[config.mk]
export PLATFORM = sky130hd
export DESIGN_NAME = btn_step_conditioner
export DESIGN_NICKNAME = d
export VERILOG_FILES = /design/src/rtl/btn_step_conditioner.sv
export SDC_FILE = /design/constraint.sdc
export NUM_CORES = 1
export LEC_CHECK = 0
export CAP_MARGIN = 20
export CORE_MARGIN = 1.5
export CORE_UTILIZATION = 35
export DETAILED_ROUTE_END_ITERATION = 12
export MAX_ROUTING_LAYER = met4
export PLACE_DENSITY = 0.6
export SLEW_MARGIN = 40
export SYNTH_ARGS = -nofsm -noshare
export SYNTH_HDL_FRONTEND = slang
export SYNTH_SLANG_ARGS = --single-unit
[constraint.sdc]
create_clock -name cp -period 2.2 [get_ports cp]
set_input_delay 0.22 -clock cp [delete_from_list [all_inputs] [get_ports cp]]
set_output_delay 0.22 -clock cp [all_outputs]
set_load 0.005 [all_outputs]
[src/rtl/btn_step_conditioner.sv]
// Debounces a raw push-button into level/pulse/count status and a stretched step strobe.
// Latency: press/release accepted 2+DEBOUNCE_CYCLES cp edges after btn_raw settles.
// Backpressure: none; free-running, and a press arriving while step_cp is high does not reload it.
module btn_step_conditioner #(
    parameter int DEBOUNCE_CYCLES = 2000000,
    parameter int STRETCH_CYCLES  = 1000,
    parameter int CNT_W           = 21
) (
    input  logic       cp,
    input  logic       rst_n,
    input  logic       btn_raw,
    output logic       btn_level,
    output logic       press_pulse,
    output logic       release_pulse,
    output logic       step_cp,
    output logic [7:0] press_count
);

    localparam int STR_W = (STRETCH_CYCLES > 1) ? $clog2(STRETCH_CYCLES) : 1;
    localparam logic [CNT_W-1:0] CNT_LAST = CNT_W'(DEBOUNCE_CYCLES - 1);
    localparam logic [STR_W-1:0] STR_LOAD = STR_W'(STRETCH_CYCLES - 1);

    typedef enum logic [1:0] {
        IDLE,
        PRESS_CHK,
        HELD,
        REL_CHK
    } state_t;

    state_t             state;
    state_t             state_nxt;
    logic [CNT_W-1:0]   cnt;
    logic [CNT_W-1:0]   cnt_nxt;
    logic               s1;
    logic               btn_sync;
    logic               press_evt;
    logic               release_evt;
    logic [STR_W-1:0]   str_cnt;

    // btn_raw is asynchronous to cp; only btn_sync may reach the FSM.
    always_ff @(posedge cp or negedge rst_n) begin
        if (!rst_n) begin
            s1       <= 1'b0;
            btn_sync <= 1'b0;
        end else begin
            s1       <= btn_raw;
            btn_sync <= s1;
        end
    end

    always_ff @(posedge cp or negedge rst_n) begin
        if (!rst_n) begin
            state <= IDLE;
            cnt   <= '0;
        end else begin
            state <= state_nxt;
            cnt   <= cnt_nxt;
        end
    end

    always_comb begin
        state_nxt   = state;
        cnt_nxt     = cnt;
        press_evt   = 1'b0;
        release_evt = 1'b0;
        case (state)
            IDLE: begin
                if (btn_sync) begin
                    state_nxt = PRESS_CHK;
                    cnt_nxt   = '0;
                end
            end
            PRESS_CHK: begin
                if (!btn_sync) begin
                    state_nxt = IDLE;
                    cnt_nxt   = '0;
                end else if (cnt == CNT_LAST) begin
                    state_nxt = HELD;
                    press_evt = 1'b1;
                end else begin
                    cnt_nxt = cnt + CNT_W'(1);
                end
            end
            HELD: begin
                if (!btn_sync) begin
                    state_nxt = REL_CHK;
                    cnt_nxt   = '0;
                end
            end
            REL_CHK: begin
                if (btn_sync) begin
                    state_nxt = HELD;
                    cnt_nxt   = '0;
                end else if (cnt == CNT_LAST) begin
                    state_nxt   = IDLE;
                    release_evt = 1'b1;
                end else begin
                    cnt_nxt = cnt + CNT_W'(1);
                end
            end
            default: begin
                state_nxt = IDLE;
                cnt_nxt   = '0;
            end
        endcase
    end

    always_ff @(posedge cp or negedge rst_n) begin
        if (!rst_n) begin
            btn_level     <= 1'b0;
            press_pulse   <= 1'b0;
            release_pulse <= 1'b0;
            press_count   <= 8'd0;
        end else begin
            press_pulse   <= press_evt;
            release_pulse <= release_evt;
            if (press_evt) begin
                btn_level   <= 1'b1;
                press_count <= press_count + 8'd1;
            end else if (release_evt) begin
                btn_level <= 1'b0;
            end
        end
    end

    // Load only from idle so an overlapping press cannot extend the strobe.
    always_ff @(posedge cp or negedge rst_n) begin
        if (!rst_n) begin
            step_cp <= 1'b0;
            str_cnt <= '0;
        end else if (press_evt && !step_cp) begin
            step_cp <= 1'b1;
            str_cnt <= STR_LOAD;
        end else if (step_cp) begin
            if (str_cnt == '0) begin
                step_cp <= 1'b0;
            end else begin
                str_cnt <= str_cnt - STR_W'(1);
            end
        end
    end

endmodule
-- Word-level counts from Yosys, hierarchy flattened
Index checks and enable logic that the tools add are counted.
- register bits after elaboration: 47
- bits of input ports: 3
- equality and inequality tests: 9
- multiplexer cells: 26
- reduce and logical (&&, ||, !) cells: 9
- add/subtract/negate cells: 3
- operators with widths (operator ; number):
    21-bit 2-to-1 mux ; 5
    21-bit case mux with 4 select lines ; 1
    10-bit 2-to-1 mux ; 3
    21-bit by 1-bit adder with 21-bit output (second input constant) ; 1
    21-bit equality test (second input constant) ; 1
    2-bit 2-to-1 mux ; 6
    10-bit zero test ; 1
    1-bit 2-to-1 mux ; 10
    10-bit by 1-bit subtractor with 10-bit output (second input constant) ; 1
    8-bit by 1-bit adder with 8-bit output (second input constant) ; 1
    2-bit case mux with 4 select lines ; 1
    2-bit inequality test (second input constant) ; 3
    3-bit inequality test (second input constant) ; 2
    2-bit equality test (second input constant) ; 2
    2-bit AND reduction ; 2
    4-bit AND reduction ; 1
    2-bit nonzero test ; 2
    2-bit by 1-bit equality test with 1-bit output (second input constant) ; 1
    2-bit zero test ; 1
    1-bit logical AND ; 1
    1-bit zero test ; 1

-- Longest topological paths before layout
- depth after elaboration: 7
- mapped depth: 8

-- Worst setup path before layout
No wires, ideal clock.
- path kind: register to register
- from: reg cnt[0]
- to: reg press_count[1]
- period minus slack after synthesis: 2.066 ns
- data required time: 2.075 ns
- stages on the path, launching flop included: 7
- slack: 0.134 ns
- arrival time: 1.942 ns
- buffers on the path: 1
- path through: dfrtp_1 > ha_1 > nand2_1 > or3_1 > buf_2 > nor4_4 > mux2_2
- cells in the longest elaborated chain, start to end: 4
- ends and longest elaborated chain (what ; RTL line ; source):
    start: declaration ; 32 ; logic [CNT_W-1:0] cnt;
    start signal: assignment ; 57 ; cnt <= cnt_nxt;
    21-bit equality test ; 77 ; end else if (cnt == CNT_LAST) begin
    1-bit 2-to-1 mux ; 77 ;
    1-bit 2-to-1 mux ; 74 ; if (!btn_sync) begin
    1-bit 2-to-1 mux ; 66 ; case (state)
    end signal: assignment ; 119 ; press_count <= press_count + 8'd1;
    end: declaration ; 16 ; output logic [7:0] press_count
Every way passes these cells.
A chain may end at the register's enable or synchronous reset.

-- Worst setup path in the final report
- from: reg cnt[11]
- to: reg press_count[1]
Same word-level chain as after synthesis.

==> metrics.yaml <==
critical_path:
  critPathTopFamily: "simple AND/OR/NAND/NOR gates"
  path_buf_inv: 1
  r2r_end: "press_count[1]"
  endpoint_kind: "register"
  crit_path_top_delay_cell: "dfrtp_1"
  r2r_start: "cnt[11]"
  cp.required_ns: 2.38
  r2r_slack_ns: 0.1
  startpoint: "cnt[11]"
  critical_path_class: "register to register"
  cp_max_fo: 6
  cp_cell_sequence: "nor4b_1, nand4b_1, nor4_4, buf_4, mux2_2"
  slowest_delay_ns: 0.43
  startpoint_type: "register"
  reg2regPathDepth: 5
  cp.arrival_ns: 2.29
finish:
  diodes: 0
  largest_reg_flops: 21
  num-nets-final: 292
  drive_above_1_share_pct: 11.9
  syn2layout_area_growth_pct: 18.2
  largest-register: "cnt"
  design_area_um2: 2830
  largest_registers: "cnt: 21 flops, str_cnt: 10 flops, press_count: 8 flops"
yosys:
  synth.most_common_cell: "dfrtp_1"
  synth_area_um2: 2390
  synthFlopType: "dfrtp_1"
  synth.top_cells.by_count: "dfrtp_1, nand2_1, o21ai_0, nor2_1, nand3_1"
  synth_edf_count: 0
  synth_top_area_share_pct: 49.1
  ys_seq_area_share_pct: 49.1
  avgSynthCellArea_um2: 9.39
  synth_fp_nets: 261
  synth_top_area_cell: "dfrtp_1"
  synth_cells: 255
  ys_ff_latch: 47
  yosys_warnings: 0
  ys_async_sr_fraction_pct: 100
  synthDistinctLibCells: 41
  synth_area_leaders: "dfrtp_1, nand2_1, o21ai_0"
placement:
  dp_hpwl_um: 3750
  gp_congestion: 0.855
  dpl_cell_area_um2: 2740
  port_buffers: 14
die:
  core_area_um2: 6490
  die-width_um: 85.7
  fp.dieH_um: 85.7
  rows: 29
  ioPinCount: 15
  start_util_pct: 36.9
  die-area_um2: 7340
sta:
  setup_tns_ns: 0
  setup-violations-final: 0
  worst_slew_pin_slew_ns: 0.591
  rsz0062_at_grt: "false"
  slew_headroom_pct: 60.5
  finalHoldViolCount: 0
  fin_crit_ns: 2.10
  finalMaxSlewViolations: 0
  finClkSkew_ns: 0.00806
  period_share_pct: 95.6
  max_freq_ghz: 0.475
clocking:
  clock_path_buffers: 2
  cts.sinks: 47
  clk_pin_slew_ns: 0.08
  root_buffer: "clkbuf_8"
  clk_latency_ns: 0.30
  h-tree-depth: 2
  cts_tree: "built"
  cts_buffers: 5
route:
  num_vias: 1965
  drt_first_iter_violations: 104
  routed_wl_um: 5070
  vias_per_cell: 5.43
  dr.pass1.iters: 4
  drc: 0
  post_drt_wl_per_cell_um: 14.0
  ant_nets: 0
min_path:
  min-delay-start: "s1"
  hold_end: "btn_sync"
  hp-class: "register to register"
  min_path_cells: 0
power_and_ir_drop:
  power_mw: 1.43
  power.leakage_nw: 1.23
  power_density_nw_per_um2: 504
  ir_worst_vdd_mv: 0.196
outcome:
  outcome: "complete, no violations"
global_route:
  grt_pass1_vias: 1819
  track_usage_pct: 15.3
  antenna_found_initial: 0
  grt_max_degree: 25
  grt_pass1_wl_um: 8690
  gr-total-overflow: 0
job:
  max-cap-violations: 0
cell type report:
class / instances / area, um^2
multi-input combinational: 189 / 1150
sequential: 47 / 1180
clock buffer: 6 / 72.6
fill: 623 / 3660
tap: 77 / 96.3
timing repair buffer: 35 / 308
inverter: 8 / 30.0
layer usage:
metal	part of all wire, %	up-vias	track usage [%]
li1	-	994	-
met1	50	925	20.2
met2	45	40	23.6
met3	4.0	6	3.46
met4	1.4	0	4.84
met5	0	-	-
power breakdown:
part           internal (mW)  total (mW)  leakage (nW)  switching, mW
Sequential             0.869       0.874         0.648        0.00546
Combinational         0.0237      0.0724         0.540         0.0487
Clock                  0.212       0.479        0.0371          0.267
Total                   1.10        1.43          1.23          0.321
repair_timing:
item,CTS,global route
setup buffers,0,1
endpoints found under the setup margin,0,13
gates resized for setup,0,1
hold endpoints to repair,23,0
hold buffers,1,0
worst max-delay path by stage:
stage | to | slack, ns | depth (start not counted)
6_report | press_count[1] | 0.1 | 5
5_1_grt | press_count[1] | 0.002 | 5
3_5_place_dp | str_cnt[6] | 0.08 | 6
2_1_floorplan | press_count[1] | 0.13 | 6
3_3_place_gp | str_cnt[6] | 0.17 | 6
4_1_cts | str_cnt[6] | 0.06 | 6
kinds of logic after synthesis:
group	after synthesis	synth area share, %
compound gates	62	15.4
xor+xnor	14	5.12
buf+inv	19	3.14
simple gates	106	23.7
flops	47	49.1
mux	4	1.88
fa+ha+maj	3	1.57
cells in the final DEF (no fill, tap or decap), types with 7 or more instances in the layout:
cell type        instances
buf_4                   19
clkdlybuf4s50_1         13
o31ai_1                  7
nand2_1                 31
a31oi_1                  7
o21ai_0                 23
dfrtp_1                 47
a21oi_1                 13
inv_1                    8
nand3_1                 14
xnor2_1                  7
xor2_1                   7
nor2_1                  16
per-stage QoR:
stage / setup slack (ns) / cells / utilization, % / hold slack, ns
CTS: 0.0605 / 361 / 43.4 / 0.348
global placement: 0.169 / 354 / 42.1 / 0.241
detailed placement: 0.0818 / 354 / 42.1 / 0.249
global route: 0.00193 / 362 / 43.6 / 0.358
finish: 0.0968 / 362 / 43.6 / 0.351
floorplan: 0.134 / 255 / - / -0.0756
worst reg2reg max path, cell delays in order (launching register included):
cell and delay, ns:
dfrtp_1 0.43, nor4b_1 0.37, nand4b_1 0.39, nor4_4 0.29, buf_4 0.18, mux2_2 0.32
Power figures use the tool's default switching activity.
